$ cat config.mk
export PLATFORM = sky130hd
export DESIGN_NAME = fib_seq_engine_flat
export DESIGN_NICKNAME = d
export VERILOG_FILES = /design/src/rtl/fib_pkg.sv /design/src/rtl/fib_seq_engine_if.sv /design/src/rtl/fib_step_add.sv /design/src/rtl/fib_seq_engine.sv /design/src/flat_wrapper.sv
export SDC_FILE = /design/constraint.sdc
export NUM_CORES = 1
export LEC_CHECK = 0
export ABC_AREA = 1
export CAP_MARGIN = 20
export CELL_PAD_IN_SITES_DETAIL_PLACEMENT = 1
export CELL_PAD_IN_SITES_GLOBAL_PLACEMENT = 1
export CORE_MARGIN = 4
export CORE_UTILIZATION = 43
export CTS_CLUSTER_DIAMETER = 60
export DETAILED_ROUTE_END_ITERATION = 16
export PLACE_DENSITY = 0.95
export SLEW_MARGIN = 20
export SYNTH_ARGS = -nofsm -noshare
export SYNTH_HDL_FRONTEND = slang
export SYNTH_HIERARCHICAL = 1
export SYNTH_SLANG_ARGS = --single-unit
export TNS_END_PERCENT = 20
$ cat constraint.sdc
create_clock -name clk -period 3.6 [get_ports clk]
set_input_delay 0.72 -clock clk [delete_from_list [all_inputs] [get_ports clk]]
set_output_delay 0.72 -clock clk [all_outputs]
set_load 0.05 [all_outputs]
$ cat src/rtl/fib_pkg.sv
// rtl/fib_pkg.sv - shared state encoding and seed constant for the Fibonacci engine
package fib_pkg;

    typedef enum logic [1:0] {
        ST_IDLE = 2'd0,
        ST_ITER = 2'd1,
        ST_DONE = 2'd2
    } fib_state_e;

    localparam int FIB_SEED = 1;

endpackage

$ cat src/rtl/fib_seq_engine_if.sv
// rtl/fib_seq_engine_if.sv - request/response bundle between FBC execute stage and engine
interface fib_seq_engine_if #(
    parameter int DATA_W = 16,
    parameter int N_W    = 16
);
    logic              start;
    logic [N_W-1:0]    n;
    logic              mode;
    logic [DATA_W-1:0] seed_a;
    logic [DATA_W-1:0] seed_b;
    logic              abort;
    logic              busy;
    logic              done;
    logic [DATA_W-1:0] result;
    logic              overflow;

    modport master (
        output start, n, mode, seed_a, seed_b, abort,
        input  busy, done, result, overflow
    );

    modport slave (
        input  start, n, mode, seed_a, seed_b, abort,
        output busy, done, result, overflow
    );
endinterface

$ cat src/rtl/fib_step_add.sv
// rtl/fib_step_add.sv - one recurrence step: a+b with carry-out and saturation to all-ones
module fib_step_add #(
    parameter int DATA_W = 16
) (
    input  logic [DATA_W-1:0] a,
    input  logic [DATA_W-1:0] b,
    output logic [DATA_W-1:0] next_b,
    output logic              carry
);
    logic [DATA_W:0] sum;

    assign sum    = {1'b0, a} + {1'b0, b};
    assign carry  = sum[DATA_W];
    assign next_b = carry ? {DATA_W{1'b1}} : sum[DATA_W-1:0];
endmodule

$ cat src/rtl/fib_seq_engine.sv
// rtl/fib_seq_engine.sv - self-sequencing recurrence engine: term n from two seeds
module fib_seq_engine
    import fib_pkg::*;
#(
    parameter int DATA_W = 16,
    parameter int N_W    = 16
) (
    input  logic              clk,
    input  logic              rst_n,
    fib_seq_engine_if.slave   bus
);
    fib_state_e        state_q, state_d;
    logic [DATA_W-1:0] a_q, a_d;
    logic [DATA_W-1:0] b_q, b_d;
    logic [N_W-1:0]    k_q, k_d;
    logic [N_W-1:0]    nq_q, nq_d;
    logic [DATA_W-1:0] result_q, result_d;
    logic              ovf_q, ovf_d;

    logic [DATA_W-1:0] seed_a_sel;
    logic [DATA_W-1:0] seed_b_sel;
    logic [DATA_W-1:0] step_b;
    logic              step_carry;
    logic [N_W-1:0]    k_inc;

    assign seed_a_sel = bus.mode ? bus.seed_a : DATA_W'(FIB_SEED);
    assign seed_b_sel = bus.mode ? bus.seed_b : DATA_W'(FIB_SEED);
    // k stays below n_q, so the increment never wraps
    assign k_inc      = k_q + N_W'(1);

    fib_step_add #(
        .DATA_W (DATA_W)
    ) u_step (
        .a      (a_q),
        .b      (b_q),
        .next_b (step_b),
        .carry  (step_carry)
    );

    always_ff @(posedge clk or negedge rst_n) begin
        if (!rst_n) begin
            state_q  <= ST_IDLE;
            a_q      <= '0;
            b_q      <= '0;
            k_q      <= '0;
            nq_q     <= '0;
            result_q <= '0;
            ovf_q    <= 1'b0;
        end else begin
            state_q  <= state_d;
            a_q      <= a_d;
            b_q      <= b_d;
            k_q      <= k_d;
            nq_q     <= nq_d;
            result_q <= result_d;
            ovf_q    <= ovf_d;
        end
    end

    // result/overflow are loaded on the edge entering DONE so they are valid alongside done
    always_comb begin
        state_d  = state_q;
        a_d      = a_q;
        b_d      = b_q;
        k_d      = k_q;
        nq_d     = nq_q;
        result_d = result_q;
        ovf_d    = ovf_q;
        case (state_q)
            ST_IDLE: begin
                if (bus.start) begin
                    nq_d  = bus.n;
                    a_d   = seed_a_sel;
                    b_d   = seed_b_sel;
                    k_d   = N_W'(1);
                    ovf_d = 1'b0;
                    if (bus.n <= N_W'(1)) begin
                        state_d  = ST_DONE;
                        result_d = (bus.n == '0) ? seed_a_sel : seed_b_sel;
                    end else begin
                        state_d = ST_ITER;
                    end
                end
            end
            ST_ITER: begin
                if (bus.abort) begin
                    state_d = ST_IDLE;
                end else begin
                    a_d = b_q;
                    b_d = step_b;
                    k_d = k_inc;
                    if (step_carry || (k_inc == nq_q)) begin
                        state_d  = ST_DONE;
                        result_d = step_b;
                        ovf_d    = step_carry;
                    end
                end
            end
            ST_DONE: begin
                state_d = ST_IDLE;
            end
            default: begin
                state_d = ST_IDLE;
            end
        endcase
    end

    assign bus.busy     = (state_q == ST_ITER);
    assign bus.done     = (state_q == ST_DONE);
    assign bus.result   = result_q;
    assign bus.overflow = ovf_q;

endmodule
$ cat src/flat_wrapper.sv
// flat-port wrapper written by rule: the top's interface ports become plain ports
module fib_seq_engine_flat import fib_pkg::*;
#(
    parameter int DATA_W = 16,
    parameter int N_W    = 16
)
  (clk, rst_n, bus_start, bus_n, bus_mode, bus_seed_a, bus_seed_b, bus_abort, bus_busy, bus_done, bus_result, bus_overflow);
  fib_seq_engine_if #(.DATA_W(DATA_W), .N_W(N_W)) bus_i ();
  input  logic clk;
  input  logic rst_n;
  input wire logic [$bits(bus_i.start)-1:0] bus_start;
  input wire logic [$bits(bus_i.n)-1:0] bus_n;
  input wire logic [$bits(bus_i.mode)-1:0] bus_mode;
  input wire logic [$bits(bus_i.seed_a)-1:0] bus_seed_a;
  input wire logic [$bits(bus_i.seed_b)-1:0] bus_seed_b;
  input wire logic [$bits(bus_i.abort)-1:0] bus_abort;
  output wire logic [$bits(bus_i.busy)-1:0] bus_busy;
  output wire logic [$bits(bus_i.done)-1:0] bus_done;
  output wire logic [$bits(bus_i.result)-1:0] bus_result;
  output wire logic [$bits(bus_i.overflow)-1:0] bus_overflow;
  assign bus_i.start = bus_start;
  assign bus_i.n = bus_n;
  assign bus_i.mode = bus_mode;
  assign bus_i.seed_a = bus_seed_a;
  assign bus_i.seed_b = bus_seed_b;
  assign bus_i.abort = bus_abort;
  assign bus_busy = bus_i.busy;
  assign bus_done = bus_i.done;
  assign bus_result = bus_i.result;
  assign bus_overflow = bus_i.overflow;
  fib_seq_engine #(.DATA_W(DATA_W), .N_W(N_W)) u_core (.clk(clk), .rst_n(rst_n), .bus(bus_i));
endmodule
## After elaboration in Yosys (flattened, before gate mapping)

Cells that the tools add are included.

- Output and inout port bits: 19
- Logic and storage cells: 54
- Flip-flop bits (word level): 83

- Muxes and demuxes: 27
- Equal/unequal tests: 8
- Magnitude comparators: 1
- $add $sub $neg: 2
- Reduce and logical (&&, ||, !) cells: 9

Operator list:

| operator | number |
|---|---|
| two-way mux 16 bit | 14 |
| case mux 16 bit (2 select lines) | 4 |
| adder 16 x 16 -> 17 bit | 1 |
| adder 16 x 1 -> 16 bit (second input constant) | 1 |
| == test 16 bit | 1 |
| <= comparator 16 x 1 -> 1 bit (second input constant) | 1 |
| logical NOT 16 bit | 1 |
| two-way mux 2 bit | 4 |
| AND reduction 5 bit | 1 |
| != test 2 x 1 -> 1 bit (second input constant) | 2 |
| != test 2 bit (second input constant) | 2 |
| case mux 2 bit (2 select lines) | 1 |
| AND reduction 2 bit | 2 |
| AND reduction 4 bit | 1 |
| two-way mux 1 bit | 3 |
| != test 3 x 2 -> 1 bit (second input constant) | 1 |
| AND reduction 3 bit | 1 |
| == test 2 x 1 -> 1 bit (second input constant) | 1 |
| == test 2 bit (second input constant) | 1 |
| logical NOT 2 bit | 1 |
| case mux 1 bit (2 select lines) | 1 |
| nonzero test 2 bit | 1 |
| logical OR 1 bit | 1 |

## Longest topological paths before layout

Gate-level depths: netlist of the first run.

- Depth in word-level cells: 6
- Mapped depth: 17
- Gate-level depth less buffers: 16

## Cells and area by module

The synthesis of the first run kept the hierarchy.

By module, submodules not included:

| module | instances | cells an instance | area an instance (um2) |
|---|---|---|---|
| fib_seq_engine | 1 | 662 | 4,720.8 |
| fib_step_add | 1 | 221 | 1,126.1 |

## Worst setup path before layout of the first run

Ideal clock, no wire load.

- Kind: register -> register
- From: register u_core.a_q[0]
- To: register u_core.result_q[0] (netlist: u_core/bus.result[0])
- Slack: 1.226 ns
- Data required time: 3.535 ns
- Arrival time: 2.309 ns
- Period minus slack after synthesis: 2.374 ns
- Library setup time: 0.065 ns
- Cell stages (with the launch flop): 16
- Path through: dfrtp_1 > ha_1 > fa_1 > nand2_1 > a21oi_2 > nand2_1 > nand2_1 > a21oi_4 > buf_6 > inv_1 > inv_1 > nand3_4 > nand2_4 > buf_6 > nand2_2 > nand2_1

- Word-level cells in the longest chain between the ends: 5
- Elaborated cells on any way between the ends: 8

RTL lines:

| what | line | text |
|---|---|---|
| start: declaration | fib_seq_engine.sv:13 | `logic [DATA_W-1:0] a_q, a_d;` |
| start signal: assignment | fib_seq_engine.sv:43 | `a_q <= '0;` |
| start signal: assignment | fib_seq_engine.sv:51 | `a_q <= a_d;` |
| adder 16 x 16 -> 17 bit * | fib_step_add.sv:12 | `assign sum = {1'b0, a} + {1'b0, b};` |
| net u_core.step_carry | fib_seq_engine.sv:23 | `logic step_carry;` |
| two-way mux 16 bit | fib_step_add.sv:14 | `assign next_b = carry ? {DATA_W{1'b1}} : sum[DATA_W-1:0];` |
| two-way mux 16 bit | fib_seq_engine.sv:92 | `if (step_carry \|\| (k_inc == nq_q)) begin` |
| two-way mux 16 bit | fib_seq_engine.sv:86 | `if (bus.abort) begin` |
| case mux 16 bit (2 select lines) | fib_seq_engine.sv:69 | `case (state_q)` |
| end signal: assignment | fib_seq_engine.sv:55 | `result_q <= result_d;` |
| end: declaration | fib_seq_engine.sv:17 | `logic [DATA_W-1:0] result_q, result_d;` |

Mark *: on every way through the listed nets, which the timed path passes. The rest lies on a longest branch. The select of a mux whose other input is x is not followed.
A chain may end at the register's enable or synchronous reset.

## Worst setup path in the final report of the first run

- From: register u_core.b_q[0]
- To: register u_core.result_q[9] (netlist: u_core/bus.result[9])

- Word-level cells in the longest chain between the ends: 5
- Elaborated cells on any way between the ends: 8

RTL lines:

| what | line | text |
|---|---|---|
| start: declaration | fib_seq_engine.sv:14 | `logic [DATA_W-1:0] b_q, b_d;` |
| start signal: assignment | fib_seq_engine.sv:44 | `b_q <= '0;` |
| start signal: assignment | fib_seq_engine.sv:52 | `b_q <= b_d;` |
| adder 16 x 16 -> 17 bit * | fib_step_add.sv:12 |  |
| net u_core.step_carry | fib_seq_engine.sv:23 |  |
| two-way mux 16 bit | fib_step_add.sv:14 |  |
| two-way mux 16 bit | fib_seq_engine.sv:92 |  |
| two-way mux 16 bit | fib_seq_engine.sv:86 |  |
| case mux 16 bit (2 select lines) | fib_seq_engine.sv:69 |  |

Marked as above.

==> flow_summary_export.csv, run 1 <==
group,metric,value,unit
status,status,"complete, no violations",
critical_path,cp.required,3890,ps
clock_tree,postCtsSetupBuffers,0,
power_and_ir_drop,powerDensity,1032,mW/mm2
synth,synth-edff-count,0,
synth,synthTopCellsByArea,"dfrtp_1 (36%), nand2_1 (20%), nand3_1 (8.0%)",
sta,skew,10.41,ps
power_and_ir_drop,clockPowerShare,14.3,%
synth,synth.distinct_cells,35,
critical_path,worstSetupStartpointType,"register",
sta,tns,0,ps
floorplanning,die_w,124.6,um
synth,yosys_warnings,6,
cells_and_area,nets,1017,
drt,drtPass1Iterations,4,
floorplanning,top_level_ports,72,
global_route,grt-ovfl-total,0,
placement,post-place-ws,549.2,ps
drt,wl_per_cell,18.23,um
global_route,grt_max_degree,59,
synth,synthCells,883,
power_and_ir_drop,intPower,3.407,mW
global_route,antenna_found_initial,0,
sta,hold_viol_final,0,
clock_tree,insertion_delay,360,ps
sta,max_freq,0.3348,GHz
cells_and_area,drive_above_1_share,7.992,%
clock_tree,cts-root-buf,"clkbuf_16",
clock_tree,clock_path_buffers,2,
clock_tree,cts_buffers,9,
job,max_cap_viol_count,0,
global_route,track_usage,27.05,%
critical_path,reg2regPathDepth,14,
drt,wl,20.55,mm
sta,finalWorstSetupSlack,612.9,ps
global_route,grt_pass1_vias,6668,
placement,place.gp.congestion,0.8785,
sta,period_share,82.98,%
synth,synth-async-reset-ratio,100.0,%
synth,synth_top_cell_area_share,35.52,%
critical_path,r2r_start,"u_core/b_q[0]",
synth,synth_top_flop_cell,"dfrtp_1",
critical_path,cp-end-kind,"register",
clock_tree,clk_pin_slew,70,ps
critical_path,arrival,3280,ps
synth,syn_nets,954,
synth,synth_seq_cells,83,
power_and_ir_drop,p_comb_share,63.2,%
power_and_ir_drop,p_seq_share,22.5,%
clock_tree,cts_resized,0,
global_route,grt_pass1_wl,33.93,mm
critical_path,path_class,"reg2reg",
floorplanning,die_h,124.6,um
placement,port_buffers,71,
cells_and_area,insertedDiodeCount,0,
cells_and_area,area_delta_synth_final,20.67,%
sta,slew_headroom,56.04,%
synth,yosysSeqAreaShare,35.52,%
sta,tightest_slew,659.4,ps
floorplanning,core,0.01330,mm2
worst_hold_path,hp-class,"in2async",
sta,setup_viol,0,
clock_tree,cts_sinks,83,
power_and_ir_drop,power.switching,3.876,mW
clock_tree,cts_hold_buf,0,
synth,netlist_area,0.005847,mm2
sta,finalMaxSlewViolations,0,
critical_path,crit_path_max_fanout,18,
synth,syn_avg_cell_area,6.622,um2
sta,rsz0062_at_grt,"no",
drt,postRouteAntennaNets,0,
sta,min_period,2987,ps
floorplanning,row_count,42,
synth,synth_top_cell_by_area,"dfrtp_1",
floorplanning,initial_core_util,43.98,%
floorplanning,die_area,0.01553,mm2
clock_tree,cts_tree,"done",
placement,dp.final_hpwl,14.90,mm
power_and_ir_drop,vdd_drop_max,0.5003,mV
drt,drcViolationCount,0,
drt,drt_iter0_drc,434,
critical_path,timing.rr.end,"u_core/bus.result[9]",
clock_tree,htree_num_levels,3,
drt,routed_via_density,5.519,
power_and_ir_drop,cellLeakagePower,3.592,nW
power_and_ir_drop,switching_share,53.22,%
drt,vias,6220,
critical_path,r2r_slack,610,ps
Yosys cell counts (2+ instances only):
master / n
buf_1: 5
nand2_2: 14
ha_1: 17
nor2_1: 54
nand4_1: 14
buf_6: 2
a31oi_1: 21
o21ai_0: 58
nand2_1: 319
buf_2: 2
inv_2: 5
nor2_4: 5
clkbuf_1: 22
o22ai_1: 7
nor2_2: 8
o21ai_1: 2
xor2_1: 5
nor3_1: 4
a21oi_2: 2
dfrtp_1: 83
nand3_2: 5
a21oi_1: 7
nand3b_1: 9
nand2_4: 3
nand3_1: 93
inv_1: 108
per-layer routing:
| metal | part of all wire, % | wire, um | GRT usage [%] | vias to the layer above |
|---|---|---|---|---|
| li1 | - | - | - | 2956 |
| met1 | 41 | 8363 | 31.85 | 3013 |
| met2 | 50 | 10370 | 47.49 | 191 |
| met3 | 4.7 | 967 | 5.274 | 60 |
| met4 | 4.1 | 849 | 12.25 | 0 |
| met5 | 0 | 0 | 0 | - |
per-stage QoR:
step	total power [mW]	cell area, um2	hold slack (ps)	std cells	utilization [%]
3_5_place_dp	6.120	6734	476.0	1111	50.65
2_1_floorplan	4.799	5847	424.4	883	-
6_report	7.283	7056	352.0	1127	53.07
3_3_place_gp	5.935	6734	463.8	1111	50.65
5_1_grt	7.899	7056	375.0	1127	53.07
4_1_cts	7.269	7056	360.6	1127	53.07
flip-flops by register name, summed over array words and instances (netlist names):
register	count
u_core/a_q	16
u_core/b_q	16
u_core/bus.result	16
u_core/k_q	16
u_core/nq_q	16
u_core/state_q	2
u_core/bus.overflow	1
placed cells by master, fill, tap and decap left out, types with 2 or more instances in the layout:
cell type,n
a21oi_1,7
a21oi_2,2
a31oi_1,21
buf_4,14
bufinv_16,2
clkbuf_16,9
clkdlybuf4s50_1,70
clkinv_2,2
dfrtp_1,83
ha_1,17
inv_1,108
inv_2,5
inv_6,3
nand2_1,319
nand2_2,14
nand2_4,3
nand3_1,93
nand3_2,5
nand3b_1,9
nand4_1,14
nor2_1,53
nor2_2,9
nor2_4,5
nor3_1,4
o21ai_0,58
o21ai_1,2
o22ai_1,7
xor2_1,5
power groups by stage:
stage               sequential (mW)  clock (mW)  combinational [mW]
global route                   1.69        1.10                5.11
global placement               1.64           0                4.30
CTS                            1.64        1.05                4.58
finish                         1.64        1.04                4.60
floorplan                      1.82           0                2.97
detailed placement             1.65           0                4.47
area by class of cell:
cell class | count | area (um2)
clock buffer | 9 | 225.2
clock inverter | 7 | 96.34
fill | 1762 | 6240
inverter | 113 | 424.2
multi-input combinational | 655 | 3207
sequential | 83 | 2077
tap | 176 | 220.2
timing repair buffer | 84 | 805.8
worst max-delay path by stage:
| stage | startpoint | to | slack, ps |
|---|---|---|---|
| after floorplan | u_core/a_q[0] | u_core/bus.result[0] | 1230 |
| after global placement | bus_n[7] | u_core/bus.result[5] | 700 |
| after detailed placement | bus_n[4] | u_core/bus.result[4] | 550 |
| after CTS | u_core/a_q[0] | u_core/bus.result[9] | 640 |
| after global routing | u_core/a_q[0] | u_core/bus.result[5] | 410 |
| final | u_core/b_q[0] | u_core/bus.result[9] | 610 |
cells by family (layout without fill, tap and decap cells):
logic type               Yosys count  after routing  synth area share [%]
AND/OR/NAND/NOR                  531            531                 40.34
buffers and inverters            145            213                 9.673
AO/OA/AOI/OAI                    100            100                 9.587
flip-flops                        83             83                 35.52
adder cells (fa/ha/maj)           18             18                 3.980
XOR/XNOR                           6              6                0.8988
worst max-delay path, cell delays in order, from the launching register on:
cell	delay (ps)
dfrtp_1	400
ha_1	210
fa_1	380
nand2_1	140
a21oi_2	100
nand2_1	100
nand2_1	110
a21oi_4	330
buf_4	250
inv_1	70
inv_1	130
nand3_4	230
nand2_4	300
nand2_1	90
nand2_1	70
No activity file was read; power rests on OpenSTA's default activity.
==> run 2: changes to the inputs <==
--- a/config.mk
+++ b/config.mk
@@ -10,10 +10,10 @@
 export CELL_PAD_IN_SITES_DETAIL_PLACEMENT = 1
 export CELL_PAD_IN_SITES_GLOBAL_PLACEMENT = 1
 export CORE_MARGIN = 4
-export CORE_UTILIZATION = 43
+export CORE_UTILIZATION = 36
 export CTS_CLUSTER_DIAMETER = 60
 export DETAILED_ROUTE_END_ITERATION = 16
-export PLACE_DENSITY = 0.95
+export PLACE_DENSITY = 0.87
 export SLEW_MARGIN = 20
 export SYNTH_ARGS = -nofsm -noshare
 export SYNTH_HDL_FRONTEND = slang
==> constraint.sdc (replaced) <==
create_clock -name clk -period 2.45 [get_ports clk]
set_input_delay 0.49 -clock clk [delete_from_list [all_inputs] [get_ports clk]]
set_output_delay 0.49 -clock clk [all_outputs]
set_load 0.05 [all_outputs]
==> run 2 against run 1 <==
Design area is 4.2% higher. Critical path depth fell by 11. Global-route usage fell by 5.2 points. Non-clock buffer count is 26 higher. Via count decreased by 0.90%. First-iteration DRC count decreased by 21%. Highest routed layer unchanged.
==> flow_summary_export.csv, run 2 (same netlist as run 1, synthesis figures left out) <==
group,metric,value,unit
critical_path,slowest_delay,840,ps
sta,finalMaxSlewViolations,0,
worst_hold_path,hp-class,"in2async",
power_and_ir_drop,cellLeakagePower,3.697,nW
drt,drtPass1Iterations,4,
power_and_ir_drop,clockPowerShare,12.0,%
clock_tree,cts_tree,"done",
global_route,grt_max_degree,59,
global_route,track_usage,21.83,%
clock_tree,clk_pin_slew,70,ps
critical_path,crit_family,"buffers and inverters",
clock_tree,clock_path_buffers,2,
critical_path,path_cells,"inv_1, nor2_1, clkdlybuf4s50_1",
sta,setup_viol,0,
floorplanning,initial_core_util,36.81,%
critical_path,critPathBufInv,2,
drt,wl_per_cell,16.40,um
critical_path,crit_path_max_fanout,4,
drt,drt_iter0_drc,342,
drt,vias,6164,
drt,routed_via_density,5.158,
clock_tree,cts_sinks,83,
clock_tree,htree_num_levels,3,
cells_and_area,utilization,46.27,%
cells_and_area,final_cell_mix,"nand2_1 (315), inv_1 (107), nand3_1 (93)",
sta,skew,11.09,ps
floorplanning,die_w,135.4,um
floorplanning,die_area,0.01834,mm2
placement,dp.final_hpwl,14.78,mm
floorplanning,core,0.01589,mm2
power_and_ir_drop,powerDensity,1497,mW/mm2
cells_and_area,insertedDiodeCount,0,
global_route,antenna_found_initial,0,
cells_and_area,area_delta_synth_final,25.72,%
clock_tree,cts_hold_buf,0,
power_and_ir_drop,intPower,5.275,mW
cells_and_area,fillers,2084,
critical_path,r2r_slack,140,ps
drt,wl,19.60,mm
power_and_ir_drop,switching_share,52.05,%
global_route,grt_pass1_wl,32.00,mm
cells_and_area,nets,1045,
floorplanning,row_count,46,
global_route,grt_pass1_vias,6450,
critical_path,cp-end-kind,"primary output",
cells_and_area,final_common_cell,"nand2_1",
critical_path,worstSetupStartpointType,"register",
job,max_cap_viol_count,0,
sta,max_freq,0.4238,GHz
sta,slew_headroom,51.17,%
cells_and_area,finalInstanceArea,0.007351,mm2
global_route,grt-ovfl-total,0,
power_and_ir_drop,p_seq_share,21.8,%
sta,hold_viol_final,0,
power_and_ir_drop,p_comb_share,66.2,%
drt,drcViolationCount,0,
sta,period_share,96.30,%
placement,post-place-ws,-14.88,ps
placement,port_buffers,71,
critical_path,arrival,1870,ps
floorplanning,die_h,135.4,um
clock_tree,cts-root-buf,"clkbuf_16",
sta,finalWorstSetupSlack,90.60,ps
clock_tree,cts_buffers,9,
critical_path,cp.required,1960,ps
power_and_ir_drop,power.switching,5.727,mW
sta,min_period,2359,ps
floorplanning,top_level_ports,72,
placement,place.gp.congestion,0.8680,
cells_and_area,drive_above_1_share,11.85,%
clock_tree,insertion_delay,360,ps
placement,placed_cell_area,0.006969,mm2
drt,postRouteAntennaNets,0,
critical_path,slowest_stage,"clkdlybuf4s50_1",
power_and_ir_drop,vdd_drop_max,0.9139,mV
sta,tightest_slew,732.4,ps
status,status,"complete, no violations",
critical_path,path_class,"reg2out",
run 2: cell count changes in the layout (fill, tap and decap cells not counted), moves of 2 or more:
cell and change:
buf_12 +3, buf_4 +21, buf_6 +2, bufinv_16 -2, clkinvlp_4 +2, ha_1 -4
ha_2 +4, nand2_1 -4, nand2_2 +4
run 2: stage by stage:
stage	total power, mW	hold slack [ps]	TNS [ps]	std cells
final	11.00	190.3	0	1195
after global routing	12.04	245.8	-106.3	1195
after CTS	10.84	217.5	0	1187
after detailed placement	9.420	478.6	-14.88	1171
after global placement	9.143	471.3	0	1171
after floorplan	7.051	194.4	0	883
run 2: final timing paths:
path,start,cells past startpoint,endpoint
worst max-delay path,u_core/state_q[1],3,bus_done
worst max register to register,u_core/a_q[0],14,u_core/bus.result[3]
min in group clk,u_core/bus.result[14],2,u_core/bus.result[14]
max in group asynchronous,rst_n,2,u_core/bus.result[2]
worst min-delay path,rst_n,1,u_core/nq_q[0]
worst min register to register,u_core/bus.result[14],2,u_core/bus.result[14]
run 2: routing by layer:
| metal | up-vias | part of all wire [%] | GRT usage (%) |
|---|---|---|---|
| li1 | 3006 | - | - |
| met4 | 0 | 3.0 | 9.239 |
| met2 | 124 | 50 | 37.97 |
| met3 | 35 | 4.4 | 3.380 |
| met5 | - | 0 | 0 |
| met1 | 2999 | 43 | 26.87 |
run 2: layout make-up:
type | instances | area [um2] | share of cell area [%]
Clock buffer | 9 | 225.2 | 3.064
Sequential cell | 83 | 2077 | 28.26
Multi-Input combinational cell | 657 | 3262 | 44.37
Inverter | 113 | 424.2 | 5.770
Tap cell | 216 | 270.3 | 3.677
Timing Repair Buffer | 110 | 1041 | 14.16
Clock inverter | 7 | 51.30 | 0.6979
run 2: worst reg2reg max path: stages (launching register included):
cell and delay (ps):
dfrtp_1 380, ha_2 200, fa_2 350, nand2_2 100, a21oi_2 60, nand2_1 90
nand2_2 80, a21oi_4 200, buf_12 140, inv_1 50, inv_2 80, nand3_4 140
buf_4 190, nand3_1 80, nand2_1 60
run 2: power by group through the flow:
| stage | registers (mW) | clock network (mW) | logic, mW |
|---|---|---|---|
| 2_1_floorplan | 2.68 | 0 | 4.37 |
| 3_3_place_gp | 2.40 | 0 | 6.75 |
| 3_5_place_dp | 2.42 | 0 | 7.00 |
| 4_1_cts | 2.40 | 1.35 | 7.10 |
| 5_1_grt | 2.47 | 1.41 | 8.16 |
| 6_report | 2.40 | 1.32 | 7.28 |
run 2: timing repair:
action                     in CTS  in global routing
setup endpoints to repair       8                 18
pin swaps                       1                  3
cloned                          0                  3
gates resized for setup         2                 13
buffers inserted                0                  5
hold endpoints to repair        0                  0
==> run 3: changes to the inputs <==
--- a/config.mk
+++ b/config.mk
@@ -9,7 +9,6 @@
 export CAP_MARGIN = 20
 export CELL_PAD_IN_SITES_DETAIL_PLACEMENT = 1
 export CELL_PAD_IN_SITES_GLOBAL_PLACEMENT = 1
-export CORE_MARGIN = 4
 export CORE_UTILIZATION = 36
 export CTS_CLUSTER_DIAMETER = 60
 export DETAILED_ROUTE_END_ITERATION = 16
==> run 3 against run 2 <==
Register-to-register slack got worse by 50 ps. Sequential share of layout area decreased by 0.37 points. Non-clock buffer count decreased by 2.
==> flow_summary_export.csv, run 3 (same netlist as run 1, synthesis figures left out) <==
group,metric,value,unit
power_and_ir_drop,p_seq_share,21.5,%
critical_path,timing.rr.end,"u_core/bus.result[3]",
drt,postRouteAntennaNets,0,
cells_and_area,final_common_cell,"nand2_1",
floorplanning,core,0.01589,mm2
cells_and_area,multiInputGateArea,0.003293,mm2
power_and_ir_drop,switching_share,50.81,%
critical_path,crit_path_max_fanout,8,
clock_tree,cts_tree,"done",
sta,slew_headroom,56.87,%
drt,wl_per_cell,16.56,um
cells_and_area,fin_cells,1190,
critical_path,path_class,"reg2reg",
drt,routed_via_density,5.181,
critical_path,endpoint,"u_core/bus.result[3]",
sta,max_freq,0.4240,GHz
critical_path,cp.required,2690,ps
global_route,track_usage,24.29,%
drt,wl,19.71,mm
status,status,"complete, no violations",
global_route,antenna_found_initial,0,
clock_tree,insertion_delay,350,ps
cells_and_area,drive_above_1_share,12.01,%
critical_path,crit_family,"adder cells",
drt,drcViolationCount,0,
sta,min_period,2358,ps
sta,setup_viol,0,
critical_path,worstSetupStartpointType,"register",
job,max_cap_viol_count,0,
critical_path,r2r_slack,90,ps
cells_and_area,final_cell_mix,"nand2_1 (315), inv_1 (107), nand3_1 (93)",
global_route,grt_max_degree,55,
floorplanning,row_count,46,
cells_and_area,area_delta_synth_final,27.39,%
clock_tree,cts_hold_buf,0,
cells_and_area,fillers,2127,
power_and_ir_drop,clockPowerShare,13.0,%
placement,dp.final_hpwl,14.29,mm
power_and_ir_drop,vdd_drop_max,0.7641,mV
clock_tree,htree_num_levels,3,
clock_tree,cts-root-buf,"clkbuf_16",
placement,place_inst,1167,
floorplanning,die_area,0.01675,mm2
critical_path,slowest_delay,400,ps
floorplanning,die_w,129.4,um
power_and_ir_drop,powerDensity,1512,mW/mm2
cells_and_area,register_area,0.002077,mm2
drt,drtPass1Iterations,4,
critical_path,reg2regPathDepth,14,
sta,finalMaxSlewViolations,0,
critical_path,cp-end-kind,"register",
power_and_ir_drop,intPower,5.539,mW
critical_path,cpMostUsedCell,"nand2_2",
power_and_ir_drop,cellLeakagePower,3.739,nW
floorplanning,initial_core_util,36.81,%
drt,vias,6165,
power_and_ir_drop,power.switching,5.721,mW
critical_path,path_cells,"ha_2, fa_2, nand2_2, a21oi_2, nand2_2, nand2_2, a21oi_4, buf_6, inv_1, inv_2, nand3_4, clkbuf_16, nand3_1, nand2_1",
critical_path,crit_start,"u_core/b_q[0]",
critical_path,arrival,2600,ps
critical_path,critPathBufInv,4,
clock_tree,cts_sinks,83,
critical_path,r2r_start,"u_core/b_q[0]",
floorplanning,die_h,129.4,um
power_and_ir_drop,p_comb_share,65.5,%
critical_path,slowest_stage,"dfrtp_1",
global_route,grt-ovfl-total,0,
sta,finalWorstSetupSlack,91.58,ps
critical_path,worst-path-stages,14,
sta,period_share,96.26,%
global_route,grt_pass1_wl,31.37,mm
worst_hold_path,hp-class,"in2async",
placement,post-place-ws,-40.08,ps
sta,tightest_slew,646.9,ps
cells_and_area,insertedDiodeCount,0,
sta,skew,7.448,ps
clock_tree,cts_buffers,9,
placement,port_buffers,71,
drt,drt_iter0_drc,298,
placement,place.gp.congestion,0.8521,
clock_tree,clock_path_buffers,2,
sta,fin_hold_ws,166.6,ps
floorplanning,top_level_ports,72,
sta,hold_viol_final,0,
power_and_ir_drop,fin_total_pwr,11.26,mW
cells_and_area,nets,1043,
clock_tree,clk_pin_slew,70,ps
global_route,grt_pass1_vias,6379,
[run 3: cell types whose count changed in the layout (fill, tap and decap cells not counted), moves of 3 or more]
cell and delta:
buf_4 -4, ha_2 +3, ha_1 -4, buf_12 +3
[run 3: layout make-up]
| type | count | share of cell area [%] |
|---|---|---|
| well taps | 216 | 3.628 |
| multi-input cells | 657 | 44.21 |
| clock inverters | 3 | 0.8735 |
| clock buffers | 10 | 3.208 |
| inverters | 113 | 5.695 |
| flip-flops and latches | 83 | 27.89 |
| repair buffers | 108 | 14.50 |
[run 3: power groups by stage]
stage / registers [mW] / logic (mW) / clock network, mW
2_1_floorplan: 2.68 / 4.37 / 0
3_3_place_gp: 2.40 / 6.74 / 0
3_5_place_dp: 2.42 / 6.95 / 0
4_1_cts: 2.41 / 7.10 / 1.48
5_1_grt: 2.50 / 8.20 / 1.53
6_report: 2.42 / 7.38 / 1.46
[run 3: through the flow]
stage	TNS [ps]	cell area, um2	util, %
floorplan	0	5847	-
global placement	0	6977	43.92
detailed placement	-202.6	6977	43.92
CTS	0	7296	45.93
global route	-455.9	7448	46.89
finish	0	7448	46.89
[run 3: worst min-delay path by stage]
stage          cells after the start              endpoint  slack (ps)                  from
3_5_place_dp                       2  u_core/bus.result[8]         470  u_core/bus.result[8]
4_1_cts                            1         u_core/b_q[0]         190                 rst_n
3_3_place_gp                       2         u_core/a_q[7]         470         u_core/a_q[7]
6_report                           1        u_core/b_q[15]         170                 rst_n
2_1_floorplan                      0         u_core/a_q[0]         190                 rst_n
5_1_grt                            1         u_core/b_q[1]         220                 rst_n
[run 3: metal layers]
metal,track usage [%],vias to the layer above,share of wire (%)
met1,28.38,3000,42
met5,0,-,0
met4,9.850,0,3.4
met2,43.20,129,51
li1,-,2998,-
met3,5.202,38,4.1
[run 3: what timing repair did]
action,4_1_cts,5_1_grt
setup endpoints to repair,17,19
buffers inserted,0,7
resized for setup,4,17
pin swaps,1,13
endpoints found under the hold margin,0,0
gates cloned,0,3
